--- src/rtl/raster_pkg.sv ---
// rtl/raster_pkg.sv - shared raster constants and scheduler state encoding
package raster_pkg;

  localparam int INT_W_DEF     = 20;
  localparam int SUBPIX_DEF    = 4;
  localparam int TILE_LOG2_DEF = 3;
  localparam int TW_DEF        = 10;
  localparam int W_DEF         = INT_W_DEF + SUBPIX_DEF + 1;

  // Right shift that turns a Q coordinate straight into a tile index.
  localparam int TILE_SHIFT    = SUBPIX_DEF + TILE_LOG2_DEF;

  typedef enum logic [1:0] {
    IDLE  = 2'd0,
    BBOX  = 2'd1,
    ISSUE = 2'd2,
    DONE  = 2'd3
  } sched_state_e;

endpackage

--- src/rtl/tri_tile_sched_if.sv ---
// rtl/tri_tile_sched_if.sv - triangle-in / tile-out handshake bundle of the tile scheduler
interface tri_tile_sched_if #(
  parameter int W  = 25,
  parameter int TW = 10
) ();

  logic                tri_valid;
  logic                tri_ready;
  logic signed [W-1:0] vx0, vy0, vx1, vy1, vx2, vy2;
  logic [TW-1:0]       scr_tx_max;
  logic [TW-1:0]       scr_ty_max;
  logic                tile_valid;
  logic                tile_ready;
  logic signed [W-1:0] tile_x;
  logic signed [W-1:0] tile_y;
  logic                tile_first;
  logic                tile_last;
  logic                tri_done;
  logic                busy;

  modport master (
    input  tri_valid, vx0, vy0, vx1, vy1, vx2, vy2, scr_tx_max, scr_ty_max, tile_ready,
    output tri_ready, tile_valid, tile_x, tile_y, tile_first, tile_last, tri_done, busy
  );

  modport slave (
    output tri_valid, vx0, vy0, vx1, vy1, vx2, vy2, scr_tx_max, scr_ty_max, tile_ready,
    input  tri_ready, tile_valid, tile_x, tile_y, tile_first, tile_last, tri_done, busy
  );

endinterface

--- src/rtl/tri_tile_sched_bbox.sv ---
// rtl/tri_tile_sched_bbox.sv - one-axis tile bounding box of three vertices, clamped to the scissor
module tile_bbox #(
  parameter int W     = 25,
  parameter int TW    = 10,
  parameter int SHIFT = 7
) (
  input  logic signed [W-1:0] v0_i,
  input  logic signed [W-1:0] v1_i,
  input  logic signed [W-1:0] v2_i,
  input  logic [TW-1:0]       scr_max_i,
  output logic [TW-1:0]       t_min_o,
  output logic [TW-1:0]       t_max_o,
  output logic                empty_o
);

  logic signed [W-1:0] t0, t1, t2;
  logic signed [W-1:0] mn, mx, mn_c, mx_c, scr_w;

  assign t0    = v0_i >>> SHIFT;
  assign t1    = v1_i >>> SHIFT;
  assign t2    = v2_i >>> SHIFT;
  assign scr_w = $signed({{(W-TW){1'b0}}, scr_max_i});

  // Compare at full width so a min far beyond the scissor cannot wrap back into range.
  always_comb begin
    mn = t0;
    mx = t0;
    if (t1 < mn) mn = t1;
    if (t2 < mn) mn = t2;
    if (t1 > mx) mx = t1;
    if (t2 > mx) mx = t2;
    mn_c = mn[W-1] ? '0 : mn;
    mx_c = mx[W-1] ? '0 : mx;
    if (mx_c > scr_w) mx_c = scr_w;
    empty_o = (mn_c > mx_c);
    t_min_o = mn_c[TW-1:0];
    t_max_o = mx_c[TW-1:0];
  end

endmodule

--- src/rtl/tri_tile_sched.sv ---
// rtl/tri_tile_sched.sv - per-triangle row-major tile walker; TRI_TILE_SCHED_PERF_EN adds perf counters
module tri_tile_sched
  import raster_pkg::*;
#(
  parameter int INT_W     = INT_W_DEF,
  parameter int SUBPIX    = SUBPIX_DEF,
  parameter int W         = INT_W + SUBPIX + 1,
  parameter int TILE_LOG2 = TILE_LOG2_DEF,
  parameter int TW        = TW_DEF
) (
  input  logic               clk,
  input  logic               rst_n,
`ifdef TRI_TILE_SCHED_PERF_EN
  output logic [31:0]        perf_tiles,
  output logic [31:0]        perf_stall,
  output logic [31:0]        perf_tris,
`endif
  tri_tile_sched_if.master   bus
);

  localparam int SHIFT = SUBPIX + TILE_LOG2;

  sched_state_e        state_q;
  logic                tri_ready_q;
  logic signed [W-1:0] vx_q [3];
  logic signed [W-1:0] vy_q [3];
  logic [TW-1:0]       scr_tx_q, scr_ty_q;
  logic [TW-1:0]       tx_min_q, tx_max_q, ty_min_q, ty_max_q;
  logic [TW-1:0]       tx_q, ty_q, tx_d, ty_d;
  logic [TW-1:0]       bx_min, bx_max, by_min, by_max;
  logic                bx_empty, by_empty, at_last;

  tile_bbox #(.W(W), .TW(TW), .SHIFT(SHIFT)) u_bbox_x (
    .v0_i      (vx_q[0]),
    .v1_i      (vx_q[1]),
    .v2_i      (vx_q[2]),
    .scr_max_i (scr_tx_q),
    .t_min_o   (bx_min),
    .t_max_o   (bx_max),
    .empty_o   (bx_empty)
  );

  tile_bbox #(.W(W), .TW(TW), .SHIFT(SHIFT)) u_bbox_y (
    .v0_i      (vy_q[0]),
    .v1_i      (vy_q[1]),
    .v2_i      (vy_q[2]),
    .scr_max_i (scr_ty_q),
    .t_min_o   (by_min),
    .t_max_o   (by_max),
    .empty_o   (by_empty)
  );

  assign at_last = (tx_q == tx_max_q) && (ty_q == ty_max_q);

  always_comb begin
    tx_d = tx_q;
    ty_d = ty_q;
    if (tx_q < tx_max_q) begin
      tx_d = tx_q + TW'(1);
    end else begin
      tx_d = tx_min_q;
      ty_d = ty_q + TW'(1);
    end
  end

  always_ff @(posedge clk) begin
    if (!rst_n) begin
      state_q     <= IDLE;
      tri_ready_q <= 1'b0;
      for (int i = 0; i < 3; i++) begin
        vx_q[i] <= '0;
        vy_q[i] <= '0;
      end
      scr_tx_q <= '0;
      scr_ty_q <= '0;
      tx_min_q <= '0;
      tx_max_q <= '0;
      ty_min_q <= '0;
      ty_max_q <= '0;
      tx_q     <= '0;
      ty_q     <= '0;
    end else begin
      case (state_q)
        IDLE: begin
          tri_ready_q <= 1'b1;
          if (bus.tri_valid && tri_ready_q) begin
            vx_q[0]     <= bus.vx0;
            vx_q[1]     <= bus.vx1;
            vx_q[2]     <= bus.vx2;
            vy_q[0]     <= bus.vy0;
            vy_q[1]     <= bus.vy1;
            vy_q[2]     <= bus.vy2;
            scr_tx_q    <= bus.scr_tx_max;
            scr_ty_q    <= bus.scr_ty_max;
            tri_ready_q <= 1'b0;
            state_q     <= BBOX;
          end
        end
        BBOX: begin
          tx_min_q <= bx_min;
          tx_max_q <= bx_max;
          ty_min_q <= by_min;
          ty_max_q <= by_max;
          tx_q     <= bx_min;
          ty_q     <= by_min;
          state_q  <= (bx_empty || by_empty) ? DONE : ISSUE;
        end
        ISSUE: begin
          if (bus.tile_ready) begin
            if (at_last) begin
              state_q <= DONE;
            end else begin
              tx_q <= tx_d;
              ty_q <= ty_d;
            end
          end
        end
        DONE: begin
          // Ready is raised here so IDLE can accept on its very first cycle.
          tri_ready_q <= 1'b1;
          state_q     <= IDLE;
        end
        default: state_q <= IDLE;
      endcase
    end
  end

  assign bus.tri_ready  = tri_ready_q;
  assign bus.tile_valid = (state_q == ISSUE);
  assign bus.tri_done   = (state_q == DONE);
  assign bus.busy       = (state_q != IDLE);
  assign bus.tile_x     = W'(tx_q) << SHIFT;
  assign bus.tile_y     = W'(ty_q) << SHIFT;
  assign bus.tile_first = (state_q == ISSUE) && (tx_q == tx_min_q) && (ty_q == ty_min_q);
  assign bus.tile_last  = (state_q == ISSUE) && at_last;

`ifdef TRI_TILE_SCHED_PERF_EN
  always_ff @(posedge clk) begin
    if (!rst_n) begin
      perf_tiles <= '0;
      perf_stall <= '0;
      perf_tris  <= '0;
    end else begin
      if (bus.tile_valid && bus.tile_ready)  perf_tiles <= perf_tiles + 32'd1;
      if (bus.tile_valid && !bus.tile_ready) perf_stall <= perf_stall + 32'd1;
      if (bus.tri_done)                      perf_tris  <= perf_tris + 32'd1;
    end
  end
`endif

endmodule

--- src/flat_wrapper.sv ---
// flat-port wrapper written by rule: the top's interface ports become plain ports
module tri_tile_sched_flat import raster_pkg::*;
#(
  parameter int INT_W     = INT_W_DEF,
  parameter int SUBPIX    = SUBPIX_DEF,
  parameter int W         = INT_W + SUBPIX + 1,
  parameter int TILE_LOG2 = TILE_LOG2_DEF,
  parameter int TW        = TW_DEF
)
  (clk, rst_n, bus_tri_valid, bus_vx0, bus_vy0, bus_vx1, bus_vy1, bus_vx2, bus_vy2, bus_scr_tx_max, bus_scr_ty_max, bus_tile_ready, bus_tri_ready, bus_tile_valid, bus_tile_x, bus_tile_y, bus_tile_first, bus_tile_last, bus_tri_done, bus_busy);
  tri_tile_sched_if #(.W(W), .TW(TW)) bus_i ();
  input  logic clk;
  input  logic rst_n;
  input wire logic [$bits(bus_i.tri_valid)-1:0] bus_tri_valid;
  input wire logic [$bits(bus_i.vx0)-1:0] bus_vx0;
  input wire logic [$bits(bus_i.vy0)-1:0] bus_vy0;
  input wire logic [$bits(bus_i.vx1)-1:0] bus_vx1;
  input wire logic [$bits(bus_i.vy1)-1:0] bus_vy1;
  input wire logic [$bits(bus_i.vx2)-1:0] bus_vx2;
  input wire logic [$bits(bus_i.vy2)-1:0] bus_vy2;
  input wire logic [$bits(bus_i.scr_tx_max)-1:0] bus_scr_tx_max;
  input wire logic [$bits(bus_i.scr_ty_max)-1:0] bus_scr_ty_max;
  input wire logic [$bits(bus_i.tile_ready)-1:0] bus_tile_ready;
  output wire logic [$bits(bus_i.tri_ready)-1:0] bus_tri_ready;
  output wire logic [$bits(bus_i.tile_valid)-1:0] bus_tile_valid;
  output wire logic [$bits(bus_i.tile_x)-1:0] bus_tile_x;
  output wire logic [$bits(bus_i.tile_y)-1:0] bus_tile_y;
  output wire logic [$bits(bus_i.tile_first)-1:0] bus_tile_first;
  output wire logic [$bits(bus_i.tile_last)-1:0] bus_tile_last;
  output wire logic [$bits(bus_i.tri_done)-1:0] bus_tri_done;
  output wire logic [$bits(bus_i.busy)-1:0] bus_busy;
  assign bus_i.tri_valid = bus_tri_valid;
  assign bus_i.vx0 = bus_vx0;
  assign bus_i.vy0 = bus_vy0;
  assign bus_i.vx1 = bus_vx1;
  assign bus_i.vy1 = bus_vy1;
  assign bus_i.vx2 = bus_vx2;
  assign bus_i.vy2 = bus_vy2;
  assign bus_i.scr_tx_max = bus_scr_tx_max;
  assign bus_i.scr_ty_max = bus_scr_ty_max;
  assign bus_i.tile_ready = bus_tile_ready;
  assign bus_tri_ready = bus_i.tri_ready;
  assign bus_tile_valid = bus_i.tile_valid;
  assign bus_tile_x = bus_i.tile_x;
  assign bus_tile_y = bus_i.tile_y;
  assign bus_tile_first = bus_i.tile_first;
  assign bus_tile_last = bus_i.tile_last;
  assign bus_tri_done = bus_i.tri_done;
  assign bus_busy = bus_i.busy;
  tri_tile_sched #(.INT_W(INT_W), .SUBPIX(SUBPIX), .W(W), .TILE_LOG2(TILE_LOG2), .TW(TW)) u_core (.clk(clk), .rst_n(rst_n), .bus(bus_i));
endmodule
--- config.mk ---
export PLATFORM = sky130hd
export DESIGN_NAME = tri_tile_sched_flat
export DESIGN_NICKNAME = d
export VERILOG_FILES = /design/src/rtl/raster_pkg.sv /design/src/rtl/tri_tile_sched_if.sv /design/src/rtl/tri_tile_sched_bbox.sv /design/src/rtl/tri_tile_sched.sv /design/src/flat_wrapper.sv
export SDC_FILE = /design/constraint.sdc
export NUM_CORES = 1
export LEC_CHECK = 0
export BUFFER_PORTS_ARGS = -buffer_cell sky130_fd_sc_hd__buf_2
export CAP_MARGIN = 15
export CELL_PAD_IN_SITES_DETAIL_PLACEMENT = 1
export CELL_PAD_IN_SITES_GLOBAL_PLACEMENT = 1
export CORE_MARGIN = 5
export CORE_UTILIZATION = 48
export DETAILED_ROUTE_END_ITERATION = 10
export PLACE_DENSITY_LB_ADDON = 0.1
export SYNTH_ARGS = -nofsm -noshare
export SYNTH_HDL_FRONTEND = slang
export SYNTH_SLANG_ARGS = --single-unit
--- constraint.sdc ---
create_clock -name clk -period 22 [get_ports clk]
set_input_delay 0 -clock clk [delete_from_list [all_inputs] [get_ports clk]]
set_output_delay 0 -clock clk [all_outputs]
set_load 0.005 [all_outputs]
Word level (Yosys, flattened, before mapping)

Memories as Yosys holds them, arrays and structs flattened.
Cells that the tools add are included.

Register bits: 83
Memories kept: 2
Output and inout port bits: 56
Logic and storage cells: 99
Input port bits: 174
RAM bits: 150

Memory list:

| memory      | words | width | rd ports | clocked after Yosys merged registers in | wr ports | line                 | source |
|---|---|---|---|---|---|---|---|
| u_core.vx_q | 3     | 25    | 3        | 0                                       | 3        | tri_tile_sched.sv:25 | `logic signed [W-1:0] vx_q [3];` |
| u_core.vy_q | 3     | 25    | 3        | 0                                       | 3        | tri_tile_sched.sv:26 | `logic signed [W-1:0] vy_q [3];` |

Mux-type cells: 40
Reductions and logical operators: 14
Add/sub/neg operators: 2
Bitwise gates (word level): 6
Eq/ne operators: 12
Order comparisons: 13

Operator list:

| operator                | count |
|---|---|
| $mux W25                | 14 |
| $mux W24                | 6 |
| $mux W10                | 6 |
| $gt A18 B25 Y1          | 2 |
| $gt A25 B25 Y1          | 2 |
| $lt A18 B25 Y1          | 2 |
| $gt A24 B10 Y1          | 2 |
| $eq A10 B10 Y1          | 4 |
| $pmux W10 S2            | 2 |
| $gt A18 B18 Y1          | 2 |
| $lt A18 B18 Y1          | 2 |
| $add A10 B1 Y10 const B | 2 |
| $lt A10 B10 Y1          | 1 |
| $pmux W2 S4             | 1 |
| $mux W1                 | 7 |
| $mux W2                 | 3 |
| $ne A2 B2 Y1 const B    | 3 |
| $or A1 B1 Y1            | 6 |
| $reduce_and A3 Y1       | 2 |
| $reduce_bool A2 Y1      | 3 |
| $logic_and A1 B1 Y1     | 5 |
| $eq A2 B2 Y1 const B    | 2 |
| $ne A2 B1 Y1 const B    | 2 |
| $reduce_and A4 Y1       | 1 |
| other kinds (5)         | 5 |

Longest topological paths before layout

Gate-level depths: netlist of the first run.
An unclocked memory read counts as a cell.

Depth after elaboration: 12
Gate-level depth with buffers: 46
Mapped depth without buffers: 42

Cells and area by module

From an unflattened synthesis of the first run, not the netlist that was laid out.

Cells, all modules: 1,641
Area, all modules: 16,432.0 µm²

By module, submodules not included:

| module                      | cells each | sequential area each (µm²) | instances | area an instance (µm²) |
|---|---|---|---|---|
| tri_tile_sched              | 803        | 6,165.9                    | 1         | 9,968.3 |
| tile_bbox (u_core.u_bbox_y) | 428        | 0.0                        | 1         | 3,249.4 |
| tile_bbox (u_core.u_bbox_x) | 410        | 0.0                        | 1         | 3,214.3 |

Worst setup path before layout of the first run

Ideal clock, no wire load.

Path kind: reg-to-reg
From: memory u_core.vy_q[1][18], in the netlist u_core.vy_q[0][43]
To: register u_core.state_q[0]
Data arrival time: 7.731 ns
Setup time: 0.124 ns
Clock period less this slack: 7.855 ns
Slack: 14.145 ns
Path buffers: 3
Data required time: 21.876 ns
Cell stages (with the launch flop): 44
Cells stage by stage: edfxtp_1 -> ha_1 -> a21o_1 -> a21o_1 -> a21oi_1 -> o22a_1 -> nand3_1 -> nand2_1 -> buf_2 -> mux2i_1 -> ha_1 -> a221oi_1 -> nand2_1 -> nor2_1 -> nand2_1 -> o31ai_2 -> nor2_1 -> a21o_1 -> [... 8 more ...] -> a31oi_1 -> o21ai_0 -> a21oi_1 -> and2_1 -> buf_1 -> nand2_4 -> mux2i_1 -> ha_1 -> nor2b_1 -> o21a_1 -> o21a_1 -> o21a_1 -> o21a_1 -> o211ai_1 -> a211o_1 -> nand3_1 -> o31ai_1 -> nor3_1

RTL lines:

| element                | line                  | source |
|---|---|---|
| start: declaration     | tri_tile_sched.sv:26  |  |
| end signal: assignment | tri_tile_sched.sv:106 | `state_q <= (bx_empty \|\| by_empty) ? DONE : ISSUE;` |
| end: declaration       | tri_tile_sched.sv:23  | `sched_state_e state_q;` |

==> out/results.ini, run 1 <==
[clocking]
cts_setup_buffers=0
numCtsBuffers=17
path_clk_slew_ns=0.08
clockBufferDepth=2
cts_sinks=191
worstSkewPairLatency_ns=0.47
htreeDepth=4
cts_tree=built
ctsResizeCount=0
ctsRootBufferMaster=clkbuf_16
ctsHoldBuffers=129

[synth]
synth_seq_area_share_pct=33.34
synthTopCellsByArea=edfxtp_1 (22%), ha_1 (15%), dfxtp_1 (11%), mux2i_1 (6.1%), and2_1 (5.3%)
synthAdderAreaFrac_pct=14.89
yosysTopAreaCell=edfxtp_1
yosysWarningCount=0
synth_mux_area_share_pct=6.465
synth.distinct_cells=82
syn_area_mm2=0.01471
synth_edf_count=108
synth_top_flop_cell=edfxtp_1
synth_top_family_by_area=compound AO/OA/AOI/OAI gates
ys_ff_latch=191
syn_inst=1602
synthSimpleGateAreaFrac_pct=18.02
synth_top_area_share_pct=22.05
async_flop_share_pct=0
synth-xor-area-share_pct=2.263
synth-compound-area-share_pct=18.20
avgSynthCellArea_um2=9.182

[outcome]
status=finished, final reports clean

[grt]
grt_max_degree=129
gr-usage-met1_pct=38.08
overflow=0
grt_pass1_vias=13760
grt_usage_pct=28.37
busiest_layer=met2
grtUsageMet2_pct=48.04
grt_util_met3_pct=4.537
grt_pass1_wl_mm=76.05
grt_antenna_before_repair=0

[timing]
rsz0062_at_grt=no
tightest_slew_ns=1.092
min_period_ns=9.941
drv_slew=0
max_freq_ghz=0.1006
finalHoldViolCount=0
finalSetupTns_ns=0
clock_skew_ns=0.01479
setup_viol=0
period_share_pct=45.19
relSlewSlack_pct=26.87
hold_slack_ns=0.1417

[floorplanning]
die_area_mm2=0.03425
io_pins=230
rows=64
dieHeight_um=185.1
chipWidth_um=185.1
coreArea_mm2=0.03043
initial_utilization_pct=48.34

[layout]
fill_cells=3530
area_growth_pct=19.28
final_nets=2205
final_core_util_pct=57.66
stdcell_area_mm2=0.01754
n_antenna_cell=0
post_route_cells_drive_above_1_share_pct=13.22

[placement]
dpl.hpwl_mm=33.26
place_area_mm2=0.01572
port_buffers=157
gp_congestion=0.8837

[drt]
drt-total-wl_mm=48.66
wire_per_inst_um=21.49
first_pass_iters=7
via_per_inst=5.787
route.detailed.drc=0
postRouteAntennaNets=0
dr.first_iter.drc_count=887
vias=13100

[critical_path]
rrSetupSlack_ns=12.06
worstSetupEndpointType=flip-flop
worstPathMaxFanout=21
setup.worst_path.start=u_core.vy_q[0][24]
start_kind=flip-flop
critical_path_class=flip-flop to flip-flop
r2r_start=u_core.vy_q[0][24]
reg2reg_depth=40
cp_slowest_stage_delay_ns=0.81
r2r_end=u_core.state_q[0]
slowest_stage=a2111oi_0
worst_path_most_repeated_cell=a21oi_1
crit_end=u_core.state_q[0]
crit_required_ns=22.34
cp_data_arrival_time_ns=10.29

[power_and_ir_drop]
peakVddDrop_uv=70.14
power.leakage_nw=7.715
power_density_mw_per_mm2=131.3
finalPower_mw=2.304

[worst_hold_path]
hp-class=primary input to flip-flop

[job]
maxCapViolations=0

## metal layers
| metal | vias to the layer above | part of all wire (%) |
|---|---|---|
| met5 | - | 0 |
| met1 | 6425 | 46 |
| met2 | 350 | 48 |
| met4 | 0 | 1.7 |
| met3 | 55 | 4.8 |
| li1 | 6271 | - |
## registers in the layout (all words and copies together), names as in the netlist
name and cells:
u_core.ty_q 10, u_core.tx_q 10, u_core.scr_tx_q 10, u_core.ty_min_q 10
u_core.scr_ty_q 10, u_core.tx_min_q 10, u_core.state_q 2, u_core.bus.tri_ready 1
u_core.vx_q 54, u_core.ty_max_q 10, u_core.vy_q 54, u_core.tx_max_q 10
## cells by family after synthesis
| family | Yosys count |
|---|---|
| flip-flops | 191 |
| XOR/XNOR | 38 |
| buffers and inverters | 221 |
| multiplexers | 94 |
| other | 2 |
| AO/OA/AOI/OAI | 389 |
| adder cells (fa/ha/maj) | 175 |
| AND/OR/NAND/NOR | 492 |
## synth_stat cells (4+ instances only)
library cell,n
o211a_1,4
buf_2,14
inv_1,110
nand3_1,46
a211oi_2,9
nor4_1,12
o221a_2,7
xnor2_1,17
edfxtp_1,108
and2_1,125
nand2_1,79
nor3_1,28
clkbuf_1,54
nand2b_1,6
ha_1,175
a211oi_1,9
nor3b_1,4
a311oi_1,11
buf_4,31
a221oi_1,13
o211ai_1,22
nor2b_1,25
and4_1,4
dfxtp_1,83
or4_1,5
and3_1,12
nand4_1,36
a21o_1,29
xor2_1,21
or3_1,8
o31ai_2,4
a31oi_1,16
o21a_1,20
o221ai_1,5
nand4b_1,4
a21oi_1,98
buf_6,4
mux2i_1,89
mux2_2,4
nor2_1,85
o31ai_1,17
o21ai_0,90
## report_power, final
part	switching, mW	internal [mW]
Combinational	0.900	0.556
Sequential	0.0869	0.462
Clock	0.145	0.154
Total	1.13	1.17
## placed cells by master, fill, tap and decap left out, types with 5 or more instances in the layout
cell,netlist,final
a21oi_1,98,98
xnor2_1,17,17
clkbuf_16,0,17
a311oi_1,11,11
a211oi_1,9,9
o21a_1,20,20
a21o_1,29,29
a31oi_1,16,16
ha_1,175,174
nor2b_1,25,25
buf_2,14,157
nand3_1,46,46
dfxtp_1,83,83
nor3_1,28,28
and2_1,125,125
a211oi_2,9,9
nand2b_1,6,6
conb_1,2,44
inv_1,110,110
or3_1,8,8
nand4_1,36,36
o221a_2,7,7
nor2_1,85,84
o211ai_1,22,22
xor2_1,21,21
a221oi_1,13,13
mux2i_1,89,89
nand2_1,79,79
buf_4,31,15
o31ai_1,17,16
o221ai_1,5,5
edfxtp_1,108,108
o21ai_0,90,90
or4_1,5,5
dlygate4sd3_1,0,129
nor4_1,12,12
and3_1,12,12
## metrics by stage
step	instances	setup WS [ns]
after floorplan	1644	14.15
after global placement	2104	12.39
after detailed placement	2104	12.22
after CTS	2264	12.09
after global routing	2264	11.03
final	2264	12.06
## layout make-up
cell class / instances / area, um^2 / share of cell area [%]
multi-input cells: 1232 / 8996 / 51.28
clock inverters: 11 / 95.09 / 0.5420
clock buffers: 20 / 436.7 / 2.489
flip-flops and latches: 191 / 4905 / 27.96
well taps: 396 / 495.5 / 2.824
repair buffers: 301 / 2190 / 12.48
inverters: 113 / 426.7 / 2.432
## worst max-delay path: cells and delay by family (launching register included)
family	cells	cell delay, ns
adder cells (fa/ha/maj)	4	1.18
AO/OA/AOI/OAI	20	4.28
buffers and inverters	2	0.19
flip-flops	1	0.45
AND/OR/NAND/NOR	12	3.06
multiplexers	2	0.65
## worst min-delay path by stage
stage,to,from,slack [ns],cells past startpoint
6_report,u_core.state_q[1],bus_tile_ready,0.14,5
2_1_floorplan,u_core.scr_tx_q[1],bus_scr_tx_max[1],0.11,2
3_3_place_gp,u_core.scr_tx_q[5],bus_scr_tx_max[5],0.19,3
3_5_place_dp,u_core.scr_ty_q[1],bus_scr_ty_max[1],0.20,3
4_1_cts,u_core.state_q[1],bus_tile_ready,0.12,5
5_1_grt,u_core.state_q[1],bus_tile_ready,0.18,5
Power figures use the tool's default switching activity.
==> run 2, diff against run 1 <==
- CORE_UTILIZATION: 48 -> 45
- clock period: 22 -> 9.3 ns (I/O delays scaled with it)
==> run 2 against run 1 <==
- sequential power up 140%
- largest power group unchanged
- largest cell class unchanged
- die area rose by 6.3%
- design area rose by 1.2%
- clock skew fell by 0.0023 ns
- power is 140% higher
- utilization is 2.8 points lower
- sequential share of layout area decreased by 0.32 points
- sequential cell count stayed put
- maximum frequency is 16% higher
- critical endpoint unchanged
- combinational power is 140% higher
- wire length down 2.0%
==> out/results.ini, run 2 (synthesis gave the netlist of run 1 again) <==
[layout]
area_growth_pct=20.66
final_cell_mix=ha_1 (174), buf_2 (157), dlygate4sd3_1 (129)
final_nets=2213
largest_registers=u_core.vx_q x54, u_core.vy_q x54
final_core_util_pct=54.83
n_antenna_cell=0
post_route_cells_drive_above_1_share_pct=14.06
mostFrequentLayoutCell=ha_1

[floorplanning]
initial_utilization_pct=45.44
dieHeight_um=190.8
coreArea_mm2=0.03237
chipWidth_um=190.8
rows=66
die_area_mm2=0.03640
io_pins=230

[power_and_ir_drop]
power_density_mw_per_mm2=313.3
power.leakage_nw=7.798
finalPower_mw=5.561
peakVddDrop_uv=173.1

[placement]
dpl.hpwl_mm=34.24
gp_congestion=0.9033
port_buffers=157

[drt]
route.detailed.drc=0
via_per_inst=5.626
dr.first_iter.drc_count=712
vias=13050
drt-total-wl_mm=47.68
postRouteAntennaNets=0
wire_per_inst_um=20.56
first_pass_iters=5

[timing]
setup_viol=0
clock_skew_ns=0.01252
tightest_slew_ns=1.038
period_share_pct=92.12
drv_slew=0
relSlewSlack_pct=30.46
min_period_ns=8.567
max_freq_ghz=0.1167
hold_slack_ns=0.1957
finalHoldViolCount=0

[clocking]
path_clk_slew_ns=0.08
clockBufferDepth=2
ctsRootBufferMaster=clkbuf_16
htreeDepth=4
cts_tree=built
cts_sinks=191
worstSkewPairLatency_ns=0.47
numCtsBuffers=17

[critical_path]
start_kind=flip-flop
rrSetupSlack_ns=0.73
cp_slowest_stage_delay_ns=0.47
crit_required_ns=9.65
slowest_stage=edfxtp_1
worstSetupEndpointType=flip-flop
r2r_end=u_core.state_q[0]
r2r_start=u_core.vy_q[0][49]
cp_data_arrival_time_ns=8.91
worstPathMaxFanout=13
critical_path_class=flip-flop to flip-flop
reg2reg_depth=43

[grt]
overflow=0
grt_pass1_vias=13560
grt_pass1_wl_mm=74.38
grt_antenna_before_repair=0
grt_usage_pct=25.94
grt_max_degree=105

[worst_hold_path]
min_path_cells=5
min_from=bus_tile_ready
hp-class=primary input to flip-flop
min_to=u_core.state_q[1]

[outcome]
status=finished, final reports clean

[job]
maxCapViolations=0

run 2: stage by stage:
stage               setup TNS, ns  instance area, um^2  setup slack [ns]  instances
floorplan                       0                14870             1.445       1644
global placement                0                15810            0.6411       2154
detailed placement              0                15810            0.2146       2154
CTS                             0                17700            0.1154       2315
global route            -0.004472                17750         -0.004472       2319
finish                          0                17750            0.7327       2319
run 2: area by class of cell:
cell class,count,area (um^2)
clock buffer,17,425.4
clock inverter,15,177.7
fill,3768,14620
inverter,113,426.7
multi-input combinational,1232,9011
sequential,191,4905
tap,442,553.0
timing repair buffer,309,2250
run 2: worst max-delay path, delay by kind of cell (launching register included):
kind,cells,cell delay [ns]
AO/OA/AOI/OAI,18,3.37
adder cells (fa/ha/maj),4,1.23
buffers and inverters,5,0.93
flip-flops,1,0.47
multiplexers,1,0.22
AND/OR/NAND/NOR,15,2.20
run 2: layer usage:
layer / vias to the layer above / routed length, um / global-route usage, % / share of wire (%)
met1: 6406 / 22770 / 35.94 / 48
met4: 0 / 697 / 5.856 / 1.5
met5: - / 0 / 0 / 0
li1: 6303 / - / - / -
met3: 46 / 2024 / 3.772 / 4.2
met2: 292 / 22200 / 43.11 / 47
run 2: power breakdown:
group          internal (mW)  switching (mW)  total [mW]
sequential              1.09           0.205        1.30
combinational           1.35            2.13        3.48
clock                  0.426           0.361       0.787
total                   2.87            2.69        5.56
run 2: how the worst max path moves through the flow:
stage | startpoint | cells after the start | end
floorplan | u_core.vy_q[0][43] | 43 | u_core.state_q[0]
global placement | u_core.vy_q[0][49] | 42 | u_core.state_q[0]
detailed placement | u_core.vy_q[0][49] | 42 | u_core.state_q[0]
CTS | u_core.vy_q[0][49] | 42 | u_core.state_q[0]
global route | u_core.vy_q[0][49] | 45 | u_core.state_q[0]
finish | u_core.vy_q[0][49] | 43 | u_core.state_q[0]
run 2: timing repair:
action                     4_1_cts  5_1_grt
setup buffers                    0        4
gates resized for setup          0        5
hold buffers                   129        0
hold endpoints to repair       129        0
setup endpoints to repair        0        1
